--- src/rtl/float_mult_scheduler.sv ---
// Queues operand pairs and drives one STB/ACK multiplier core, one op at a time.
// Optional WAIT_Z watchdog: define FLOAT_MULT_SCHED_TIMEOUT_EN.
module float_mult_scheduler #(
   parameter int DATA_W  = 32,
   parameter int DEPTH   = 4,
   parameter int CH_W    = 2,
   parameter int TIMEOUT = 64
) (
   input  logic                       i_CLK,
   input  logic                       i_RST,
   input  logic [DATA_W-1:0]          i_A,
   input  logic [DATA_W-1:0]          i_B,
   input  logic [CH_W-1:0]            i_CH,
   input  logic                       i_IN_VALID,
   output logic                       o_IN_READY,
   output logic [DATA_W-1:0]          o_CORE_A,
   output logic [DATA_W-1:0]          o_CORE_B,
   output logic                       o_CORE_AB_STB,
   input  logic                       i_CORE_AB_ACK,
   input  logic [DATA_W-1:0]          i_CORE_Z,
   input  logic                       i_CORE_Z_STB,
   output logic                       o_CORE_Z_ACK,
   output logic [DATA_W-1:0]          o_Z,
   output logic [CH_W-1:0]            o_Z_CH,
   output logic                       o_Z_VALID,
   input  logic                       i_Z_READY,
   output logic [$clog2(DEPTH):0]     o_COUNT,
   output logic                       o_BUSY,
   output logic                       o_TIMEOUT
);

   localparam int AW = $clog2(DEPTH);
   localparam int CW = AW + 1;

   typedef enum logic [1:0] {IDLE, ISSUE, WAIT_Z, HOLD} state_t;

   state_t            state;
   logic [DATA_W-1:0] mem_a  [DEPTH];
   logic [DATA_W-1:0] mem_b  [DEPTH];
   logic [CH_W-1:0]   mem_ch [DEPTH];
   logic [AW-1:0]     wr_ptr;
   logic [AW-1:0]     rd_ptr;
   logic [CW-1:0]     count;
   logic [CH_W-1:0]   tag;
   logic              full;
   logic              push;
   logic              pop;
   logic              has_head;

   assign full       = (count == CW'(DEPTH));
   assign push       = i_IN_VALID && !full;
   assign pop        = (state == ISSUE) && i_CORE_AB_ACK;
   assign has_head   = (count != '0);
   assign o_IN_READY = !full;
   assign o_COUNT    = count;
   assign o_BUSY     = (state != IDLE) || has_head;

`ifdef FLOAT_MULT_SCHED_TIMEOUT_EN
   localparam int WD_W = $clog2(TIMEOUT + 1);
   logic [WD_W-1:0] wd_cnt;
`else
   assign o_TIMEOUT = 1'b0;
`endif

   // Storage needs no reset; validity is tracked by the pointers/count.
   always_ff @(posedge i_CLK) begin
      if (push) begin
         mem_a[wr_ptr]  <= i_A;
         mem_b[wr_ptr]  <= i_B;
         mem_ch[wr_ptr] <= i_CH;
      end
   end

   always_ff @(posedge i_CLK) begin
      if (i_RST) begin
         state         <= IDLE;
         wr_ptr        <= '0;
         rd_ptr        <= '0;
         count         <= '0;
         tag           <= '0;
         o_CORE_A      <= '0;
         o_CORE_B      <= '0;
         o_CORE_AB_STB <= 1'b0;
         o_CORE_Z_ACK  <= 1'b0;
         o_Z           <= '0;
         o_Z_CH        <= '0;
         o_Z_VALID     <= 1'b0;
`ifdef FLOAT_MULT_SCHED_TIMEOUT_EN
         wd_cnt        <= '0;
         o_TIMEOUT     <= 1'b0;
`endif
      end else begin
         o_CORE_Z_ACK <= 1'b0;
         if (push) wr_ptr <= wr_ptr + 1'b1;
         if (pop)  rd_ptr <= rd_ptr + 1'b1;
         if (push && !pop)
            count <= count + 1'b1;
         else if (pop && !push)
            count <= count - 1'b1;

         unique case (state)
            IDLE: begin
               if (has_head) begin
                  o_CORE_A      <= mem_a[rd_ptr];
                  o_CORE_B      <= mem_b[rd_ptr];
                  tag           <= mem_ch[rd_ptr];
                  o_CORE_AB_STB <= 1'b1;
                  state         <= ISSUE;
               end
            end
            ISSUE: begin
               if (i_CORE_AB_ACK) begin
                  o_CORE_AB_STB <= 1'b0;
                  state         <= WAIT_Z;
               end
            end
            WAIT_Z: begin
               if (i_CORE_Z_STB) begin
                  o_Z          <= i_CORE_Z;
                  o_Z_CH       <= tag;
                  o_Z_VALID    <= 1'b1;
                  o_CORE_Z_ACK <= 1'b1;
                  state        <= HOLD;
`ifdef FLOAT_MULT_SCHED_TIMEOUT_EN
                  wd_cnt       <= '0;
               end else if (wd_cnt == WD_W'(TIMEOUT - 1)) begin
                  // Core never answered: hand back a quiet NaN
                  o_Z       <= DATA_W'(32'h7FC0_0000);
                  o_Z_CH    <= tag;
                  o_Z_VALID <= 1'b1;
                  o_TIMEOUT <= 1'b1;
                  wd_cnt    <= '0;
                  state     <= HOLD;
               end else begin
                  wd_cnt <= wd_cnt + 1'b1;
`endif
               end
            end
            HOLD: begin
               if (i_Z_READY) begin
                  o_Z_VALID <= 1'b0;
                  if (has_head) begin
                     o_CORE_A      <= mem_a[rd_ptr];
                     o_CORE_B      <= mem_b[rd_ptr];
                     tag           <= mem_ch[rd_ptr];
                     o_CORE_AB_STB <= 1'b1;
                     state         <= ISSUE;
                  end else begin
                     state <= IDLE;
                  end
               end
            end
            default: state <= IDLE;
         endcase
      end
   end

endmodule

--- config.mk ---
export PLATFORM = sky130hd
export DESIGN_NAME = float_mult_scheduler
export DESIGN_NICKNAME = d
export VERILOG_FILES = /design/src/rtl/float_mult_scheduler.sv
export SDC_FILE = /design/constraint.sdc
export NUM_CORES = 1
export LEC_CHECK = 0
export ABC_AREA = 1
export BUFFER_PORTS_ARGS = -buffer_cell sky130_fd_sc_hd__buf_2
export CAP_MARGIN = 20
export CORE_MARGIN = 5
export CORE_UTILIZATION = 40
export DETAILED_ROUTE_END_ITERATION = 10
export PLACE_DENSITY = 0.7
export SLEW_MARGIN = 40
export SYNTH_ARGS = -nofsm -noshare
export SYNTH_HDL_FRONTEND = slang
export SYNTH_SLANG_ARGS = --single-unit
--- constraint.sdc ---
create_clock -name i_CLK -period 5.05 [get_ports i_CLK]
set_clock_uncertainty 0.15 [all_clocks]
set_input_delay 1.01 -clock i_CLK [delete_from_list [all_inputs] [get_ports i_CLK]]
set_output_delay 1.01 -clock i_CLK [all_outputs]
set_load 0.05 [all_outputs]
# Word-level counts from Yosys, hierarchy flattened
# Memory sizes are Yosys's and may differ from the RTL's. A register that Yosys moved wholly into a read port is not among the register bits.
# Index checks and enable logic that the tools add are counted.
# W data, S select, Z words.
# classes
addsub,4
eq_ne,8
mux,33
bitwise_logic,1
n_reduce_logical,21
# op_table
op,count
$mux W32,4
$pmux W32 S2,2
$mux W2,12
$mux W1,9
$ne A2 B2 Y1 const B,4
$pmux W2 S4,1
$reduce_bool A2 Y1,4
$mux W3,2
$reduce_and A3 Y1,2
$reduce_bool A3 Y1,2
$add A2 B1 Y2 const B,2
$eq A2 B2 Y1 const B,2
$logic_and A1 B1 Y1,4
$pmux W2 S2,1
$reduce_and A2 Y1,2
$reduce_and A4 Y1,1
$add A3 B1 Y3 const B,1
$eq A3 B3 Y1 const B,1
$logic_not A1 Y1,3
$pmux W1 S3,1
$sub A3 B1 Y3 const B,1
$eq A2 B1 Y1 const B,1
$logic_not A2 Y1,1
$pmux W1 S2,1
3 further kinds,3
# totals
reg_bits,112
ram_bits,264
input_bits,104
out_inout_bits,107
memories,3
# mem_list
name,depth,word_bits,read_ports,rd_clocked_by_memory_dff,write_ports,line_no,source
mem_a,4,32,1,1,1,38,logic [DATA_W-1:0] mem_a [DEPTH];
mem_b,4,32,1,1,1,39,logic [DATA_W-1:0] mem_b [DEPTH];
mem_ch,4,2,1,1,1,40,logic [CH_W-1:0] mem_ch [DEPTH];

# Longest topological paths before layout
# Gate-level depths: netlist (run 1).
# depth
depth_word,7
ltp_mapped,12
mapped_depth_nobuf,12

# Least setup slack after synthesis (run 1)
# Ideal clock, no wire load.
# synth_path
kind,flip-flop to flip-flop
start,reg count[1] (netlist: o_COUNT[1])
end,"mem mem_a[0][0], enable pin"
setup_time_ns,0.491
arrival_ns,4.395
t_required_ns,4.409
path_slack_ns,0.014
stages_incl_launch_ff,5
n_path_buf,0
path_cell_list,dfxtp_1 inv_1 nand3_1 nand2_1 nor2_1
# synth_between
elab_chain_len,5
# synth_lines
item,line_no,source
from (decl),43,logic [CW-1:0] count;
from (signal assigned),97,count <= count + 1'b1;
from (signal assigned),99,count <= count - 1'b1;
$eq A3 B3 Y1,50,assign full = (count == CW'(DEPTH));
$logic_not A1 Y1,n/a,
named net o_IN_READY,15,"output logic o_IN_READY,"
$logic_and A1 B1 Y1,51,assign push = i_IN_VALID && !full;
$mux W1,67,if (push) begin
$mux W1 (implied by the code),68,mem_a[wr_ptr] <= i_A;
to (decl),38,
# The timed path passes the listed nets, and every way through them passes these cells.

# Worst setup path in the final report (run 1)
# layout_path
start,reg state[0]
end,out o_BUSY
# layout_between
elab_chain_len,2
# layout_lines
item,line_no,source
from (decl),37,state_t state;
from (signal assigned),76,state <= IDLE;
from (signal assigned),108,state <= ISSUE;
from (signal assigned),114,state <= WAIT_Z;
$reduce_bool A2 Y1,56,assign o_BUSY = (state != IDLE) || has_head;
$logic_or A1 B1 Y1,56,
to (decl),28,"output logic o_BUSY,"
# Every way passes these cells.

==> results of run 1 <==
-- synth_stat cells, drive strengths merged --
cell type and instances:
o21bai 1, nand2 148, inv 85, o22ai 1
clkbuf 29, o21ai 239, ha 11, dfxtp 114
conb 1, clkinv 1, fa 1, xor2 2
nand3 5, buf 46, nand4 1, a21oi 11
nor2 407, edfxtp 264, o211ai 1
-- worst register-to-register path, delay by kind of cell (launching register included) --
kind	cells	cell delay [ns]
flip-flops	1	0.42
AND/OR/NAND/NOR	3	1.17
buffers and inverters	2	0.59
-- layout make-up --
cell class,instances,share of cell area [%]
clock buffers,53,6.26
multi-input cells,829,21.0
inverters,86,1.93
flip-flops and latches,378,59.2
diodes,5,0.0725
well taps,461,3.34
clock inverters,21,1.42
repair buffers,220,6.78
-- metrics by stage --
step / instance area [µm²] / hold WS [ns]
finish: 17200 / 0.322
CTS: 17200 / 0.321
global placement: 15900 / 0.297
detailed placement: 15900 / 0.312
floorplan: 14500 / 0.279
global route: 17200 / 0.347
-- per-layer routing --
layer	track usage, %	up-vias
met5	0	-
met3	4.75	74
met4	5.14	18
met1	19.9	4525
met2	24.7	239
li1	-	4909
-- cell families (layout without fill, tap and decap cells) --
family	count (synthesis)	after routing	share of synthesized area (%)
buffers and inverters	161	380	4.90
AOI/OAI and AO/OA	253	253	8.81
other	1	6	0.0259
adders and majority gates	12	12	1.09
DFF	378	378	70.4
and+or+nand+nor	561	561	14.6
xor gates and xnor gates	2	2	0.121
-- flip-flops by register name, summed over array words and instances, names as in the netlist, named ones only --
register and cells:
rd_ptr 2, mem_b 128, o_Z_CH 2, tag 2, o_COUNT 3, mem_a 128
wr_ptr 2, o_CORE_AB_STB 1, o_CORE_A 32, state 2, o_CORE_Z_ACK 1, o_Z_VALID 1
o_CORE_B 32, mem_ch 8, o_Z 32
-- worst max path at each step --
stage,to,slack (ns),cells after the start
6_report,o_BUSY,2.04,4
4_1_cts,o_BUSY,2.00,4
5_1_grt,o_BUSY,1.90,4
3_3_place_gp,mem_a[1][16],1.87,4
3_5_place_dp,mem_a[1][16],1.84,4
2_1_floorplan,mem_a[0][0],0.01,4
-- power groups by stage --
| stage | Combinational (W) | Sequential [W] | Clock, W |
|---|---|---|---|
| after detailed placement | 0.00354 | 0.00424 | 0 |
| after CTS | 0.00355 | 0.00417 | 0.00301 |
| final | 0.00350 | 0.00416 | 0.00292 |
| after floorplan | 0.00162 | 0.00530 | 0 |
| after global placement | 0.00348 | 0.00422 | 0 |
| after global routing | 0.00387 | 0.00423 | 0.00315 |
==> results.yml, run 1 <==
run_status:
  status: "complete, no violations"
clock_tree:
  post-cts-setup-buffer-count: 0
  cts.clk_slew.worst_paths_ns: 0.06
  clk_path_buf_depth: 3
  cts_buffers: 40
  cts_tree: "yes"
  cts_max_level: 2
  cts.sinks: 378
  cts.hold.buffers_added: 0
  clock_latency_ns: 0.54
  cts_root_buf: "clkbuf_16"
  cts.repair.resized: 0
logic_synthesis:
  synthTopCellsByArea: "edfxtp_1 (55%), dfxtp_1 (16%), nor2_1 (11%), o21ai_0 (6.9%), nand2_1 (3.8%)"
  syn_area_per_cell_um2: 10.6
  yosysSeqAreaShare_pct: 70.4
  yosys.area.top_type: "edfxtp_1"
  synth-seq-cells: 378
  synthDistinctLibCells: 24
  synth_top_area_share_pct: 54.7
  synth_area_um2: 14500
  ys_warn_count: 0
  synthCells: 1368
  syn_nets: 1484
sta:
  fin_crit_ns: 3.01
  maxSlewViolCount: 0
  fin_tns_setup_ns: 0
  worst_slew_pin_slew_ns: 0.801
  setup-violations-final: 0
  clock.fmax_mhz: 332
  slew_headroom_pct: 46.5
  fin_crit_sh_pct: 59.6
  rsz0062_at_grt: "false"
  hold_viol_final: 0
  timing.final.ws_setup_ns: 2.04
finish:
  layout_commonest_cell: "nor2_1"
  syn2layout_area_growth_pct: 19.0
  fin_util_pct: 48.4
  multi_input_comb_area_um2: 3610
  nNetsFinal: 1671
  layoutNonFillerInstCount: 2053
  seq_area_um2: 10200
  mostFrequentLayoutCells: "nor2_1 (403), edfxtp_1 (264), buf_2 (209)"
  fillers: 3219
  drive_gt1_share_pct: 18.4
power_and_ir_drop:
  p_sw_w: 0.00407
  power_w: 0.0106
  switching_share_pct: 38.5
  combPwrFrac_pct: 33.1
  p_clk_share_pct: 27.6
  ir_worst_vdd_mv: 0.358
  p_int_w: 0.00651
  power-per-cell-area_nw_per_um2: 614
  leakage_nw: 6.88
  seqPwrFrac_pct: 39.3
worst_setup_path:
  worstPathRequired_ns: 3.89
  cp.arrival_ns: 1.85
  ff2ff_setup_slack_ns: 2.37
  slowest_delay_ns: 0.40
  start_kind: "flop"
  path_cells: "inv_1, ha_1, nand4_1, buf_2"
  startpoint: "state[0]"
  critical_path_class: "flop to primary output"
  r2r_cells: 5
  crit_buf_inv: 2
  rr_endpoint: "mem_b[1][8]"
  critical_path.top_delay_family: "buffers and inverters"
  r2r_start: "o_COUNT[0]"
  cp_slowest_cell: "dfxtp_1"
  crit_path_end_kind: "primary output"
  critical_path.max_fanout: 5
min_path:
  hold_class: "flop to flop"
  holdCritStartpoint: "tag[0]"
  min_to: "o_Z_CH[0]"
  worstHoldPathCells: 2
routing:
  wire_per_inst_um: 15.5
  wl_met1_um: 14200
  wl_um: 31800
  drc: 0
  drtIter0Drc: 504
  dr.max_layer_used: "met5"
  antenna_left: 0
  vias: 9765
  drt_first_pass_iters: 5
  wl_met2_um: 14600
  vias_per_cell: 4.76
  wl_met3_um: 2110
place:
  io_buffers: 209
  pre_cts_ws_ns: 1.84
  dp_hpwl_um: 18600
  place_inst: 1974
  place.gp.congestion: 0.747
grt:
  gr-total-overflow: 0
  grt_max_degree: 133
  grt_pass1_wl_um: 50400
  track_usage_pct: 15.3
  antenna_found_initial: 14
  grt_pass1_vias: 9328
run:
  drv_cap: 0
floorplan:
  dieArea_um2: 40100
  rows: 69
  die_x_um: 200
  io_pins: 211
  coreArea_um2: 35700
  fp.dieH_um: 200
  start_util_pct: 40.7
Note: power is estimated with default switching activity, not from simulation.
==> run 2: changes to the inputs <==
Clock period 5.05 ns to 3.05 ns, I/O delays scaled along.
==> results.yml, run 2 (synthesis gave the netlist of run 1 again) <==
run_status:
  status: "complete, no violations"
clock_tree:
  post-cts-setup-buffer-count: 0
  clk_path_buf_depth: 3
  cts.sinks: 378
  cts.hold.buffers_added: 0
  cts_tree: "yes"
  cts_root_buf: "clkbuf_16"
  clock_latency_ns: 0.53
  cts.clk_slew.worst_paths_ns: 0.06
  cts.repair.resized: 0
  cts_buffers: 40
  cts_max_level: 2
finish:
  fillers: 3210
  multi_input_comb_area_um2: 3620
  layout_commonest_cell: "nor2_1"
  drive_gt1_share_pct: 18.7
  layoutNonFillerInstCount: 2057
  nNetsFinal: 1679
  seq_area_um2: 10200
  mostFrequentLayoutCells: "nor2_1 (403), edfxtp_1 (264), buf_2 (209)"
  largestRegisters: "mem_a: 128 flops, mem_b: 128 flops"
  syn2layout_area_growth_pct: 19.3
sta:
  clock.fmax_mhz: 386
  fin_tns_setup_ns: 0
  rsz0062_at_grt: "false"
  whs_ns: 0.134
  slew_headroom_pct: 60.2
  setup-violations-final: 0
  fin_crit_sh_pct: 85.0
  maxSlewViolCount: 0
  worst_slew_pin_slew_ns: 0.596
  hold_viol_final: 0
  fin_crit_ns: 2.59
  timing.final.ws_setup_ns: 0.456
power_and_ir_drop:
  combPwrFrac_pct: 34.3
  p_int_w: 0.0107
  p_sw_w: 0.00670
  ir_worst_vdd_mv: 0.612
  switching_share_pct: 38.6
  leakage_nw: 6.90
  seqPwrFrac_pct: 39.7
  power-per-cell-area_nw_per_um2: 1000
  power_w: 0.0173
  p_clk_share_pct: 26.0
grt:
  grt_max_degree: 75
  track_usage_pct: 15.5
  antenna_found_initial: 9
  grt_pass1_wl_um: 50600
  grt_pass1_vias: 9455
  gr-total-overflow: 0
worst_setup_path:
  critical_path.max_fanout: 5
  ff2ff_setup_slack_ns: 0.93
  crit_path_end_kind: "primary output"
  critical_path_class: "flop to primary output"
  start_kind: "flop"
  worstPathRequired_ns: 2.29
  cp.arrival_ns: 1.83
routing:
  drc: 0
  vias_per_cell: 4.76
  drtIter0Drc: 532
  vias: 9783
  drt_first_pass_iters: 7
  antenna_left: 0
  wire_per_inst_um: 15.5
  wl_um: 31800
place:
  io_buffers: 209
  dp_hpwl_um: 18800
  place.gp.congestion: 0.782
  pre_cts_ws_ns: 0.932
  place_inst: 1982
floorplan:
  start_util_pct: 40.7
  rows: 69
  dieArea_um2: 40100
  io_pins: 211
  die_x_um: 200
  fp.dieH_um: 200
  coreArea_um2: 35700
min_path:
  hold_class: "primary input to flop"
run:
  drv_cap: 0
## run 2: stage by stage
stage / instance area (µm²) / utilization [%]
floorplan: 14500 / -
global placement: 16100 / 45.1
detailed placement: 16100 / 45.1
CTS: 17300 / 48.5
global route: 17300 / 48.5
finish: 17300 / 48.5
## run 2: worst paths after layout
path | startpoint | to | depth (start not counted)
max | state[0] | o_BUSY | 4
min | i_B[2] | mem_b[0][2] | 1
min reg2reg | tag[1] | o_Z_CH[1] | 2
max reg2reg | state[1] | o_COUNT[2] | 11
## run 2: final cells by class
type,instances,area share [%]
Tap cell,461,3.33
Inverter,86,1.89
Clock inverter,14,0.427
Timing Repair Buffer,228,7.67
Multi-Input combinational cell,829,20.9
Sequential cell,378,59.1
Clock buffer,58,6.65
Antenna cell,3,0.0434
## run 2: power groups by stage
stage	Clock [W]	Sequential, W	Combinational [W]
finish	0.00450	0.00689	0.00596
global route	0.00487	0.00699	0.00659
CTS	0.00465	0.00690	0.00606
detailed placement	0	0.00700	0.00603
global placement	0	0.00696	0.00595
floorplan	0	0.00875	0.00270
## run 2: metal layers
| layer | track usage, % | share of wire, % | up-vias |
|---|---|---|---|
| met4 | 4.60 | 1.8 | 10 |
| li1 | - | - | 4923 |
| met5 | 0 | 0.20 | - |
| met3 | 4.80 | 6.8 | 55 |
| met2 | 26.2 | 48 | 245 |
| met1 | 19.2 | 43 | 4550 |
## run 2: critical path: stages, from the launching register on
cell and delay [ns]:
dfxtp_1 0.41, inv_1 0.12, ha_1 0.26, nand4_1 0.20, buf_2 0.31
==> run 3: changes to the inputs <==
--- a/constraint.sdc
+++ b/constraint.sdc
@@ -3,3 +3,3 @@
 set_input_delay 0.61 -clock i_CLK [delete_from_list [all_inputs] [get_ports i_CLK]]
 set_output_delay 0.61 -clock i_CLK [all_outputs]
-set_load 0.05 [all_outputs]
+set_load 0.01 [all_outputs]
==> results.yml, run 3 (synthesis gave the netlist of run 1 again) <==
run:
  drv_cap: 0
sta:
  setup-violations-final: 0
  fin_crit_sh_pct: 81.6
  rsz0062_at_grt: "false"
  hold_viol_final: 0
  maxSlewViolCount: 0
  timing.final.ws_setup_ns: 0.561
  slew_headroom_pct: 50.6
  fin_crit_ns: 2.49
  clock.fmax_mhz: 402
  worst_slew_pin_slew_ns: 0.740
routing:
  drc: 0
  drt_first_pass_iters: 5
  vias_per_cell: 4.81
  wl_um: 32600
  vias: 9923
  wire_per_inst_um: 15.8
  drtIter0Drc: 531
  antenna_left: 0
floorplan:
  die_x_um: 200
  coreArea_um2: 35700
  dieArea_um2: 40100
  start_util_pct: 40.7
  rows: 69
  io_pins: 211
  fp.dieH_um: 200
grt:
  track_usage_pct: 16.1
  grt_use_met1_pct: 20.0
  met2_usage_pct: 27.8
  antenna_found_initial: 5
  grt_max_degree: 133
  gr-usage-met3_pct: 4.58
  grt-busiest-layer: "met2"
  grt_pass1_vias: 9978
  grt_pass1_wl_um: 52700
  gr-total-overflow: 0
clock_tree:
  cts_root_buf: "clkbuf_16"
  cts.hold.buffers_added: 0
  cts_buffers: 40
  cts.repair.resized: 0
  cts_tree: "yes"
  cts.clk_slew.worst_paths_ns: 0.06
  cts_max_level: 2
  post-cts-setup-buffer-count: 0
  cts.sinks: 378
  clk_path_buf_depth: 3
  clock_latency_ns: 0.54
power_and_ir_drop:
  p_clk_share_pct: 31.0
  leakage_nw: 6.99
  ir_worst_vdd_mv: 0.463
  seqPwrFrac_pct: 42.4
  power-per-cell-area_nw_per_um2: 932
  p_sw_w: 0.00515
  switching_share_pct: 31.7
  power_w: 0.0163
  p_int_w: 0.0111
  combPwrFrac_pct: 26.6
finish:
  mostFrequentLayoutCells: "nor2_1 (403), edfxtp_1 (264), buf_2 (209)"
  fin_util_pct: 48.9
  largestRegisters: "mem_a: 128 flops, mem_b: 128 flops"
  layout_commonest_cell: "nor2_1"
  nNetsFinal: 1685
  syn2layout_area_growth_pct: 20.4
  drive_gt1_share_pct: 19.1
worst_setup_path:
  worstPathRequired_ns: 2.29
  cp.arrival_ns: 1.73
  critical_path.max_fanout: 5
  crit_path_end_kind: "primary output"
  start_kind: "flop"
  critical_path_class: "flop to primary output"
min_path:
  hold_class: "primary input to flop"
run_status:
  status: "complete, no violations"
place:
  place.gp.congestion: 0.762
  io_buffers: 209
  pre_cts_ws_ns: 0.856
  dp_hpwl_um: 19600
-- run 3: changes by cell type in the layout (fill, tap and decap cells not counted), sizes merged --
cell,before,now
clkbuf,58,50
bufinv,0,7
buf,228,234
diode,3,1
inv,85,86
-- run 3: layer usage --
metal  vias to the layer above  wire length, µm
li1                       4934                -
met1                      4652            13900
met2                       274            15900
met3                        55             2170
met4                         8              660
met5                         -               53
-- run 3: area by class of cell --
cell class,count,area (µm²)
clock inverters,22,285
multi-input cells,829,3610
diodes,1,2.50
flip-flops and latches,378,10200
repair buffers,234,1330
fillers,3184,18200
clock buffers,50,1090
well taps,461,577
inverters,86,327
-- run 3: path summary, 6_finish.rpt --
kind | startpoint | end | slack [ns] | depth (start not counted)
worst max-delay path | state[0] | o_BUSY | 0.56 | 4
worst min-delay path | i_B[29] | mem_b[0][29] | 0.13 | 1
worst max register to register | state[0] | o_CORE_B[4] | 0.89 | 7
worst min register to register | tag[0] | o_Z_CH[0] | 0.32 | 2
-- run 3: power by group through the flow --
stage | Sequential, W | Combinational (W) | Clock, W
2_1_floorplan | 0.00720 | 0.00262 | 0
3_3_place_gp | 0.00698 | 0.00428 | 0
3_5_place_dp | 0.00701 | 0.00439 | 0
4_1_cts | 0.00692 | 0.00442 | 0.00518
5_1_grt | 0.00700 | 0.00495 | 0.00541
6_report | 0.00690 | 0.00433 | 0.00504
-- run 3: metrics by stage --
| stage | TNS (ns) | hold WS, ns | std cells | area (µm²) |
|---|---|---|---|---|
| floorplan | -46.48 | 0.279 | 1368 | 14500 |
| global placement | 0 | 0.303 | 1988 | 16100 |
| detailed placement | 0 | 0.310 | 1988 | 16100 |
| CTS | 0 | 0.0907 | 2060 | 17400 |
| global route | 0 | 0.107 | 2061 | 17400 |
| finish | 0 | 0.130 | 2061 | 17400 |
-- run 3: worst max-delay path, cell delays in order (launching register included) --
cell	delay (ns)
dfxtp_1	0.35
inv_1	0.15
ha_1	0.24
nand4_1	0.24
buf_2	0.23
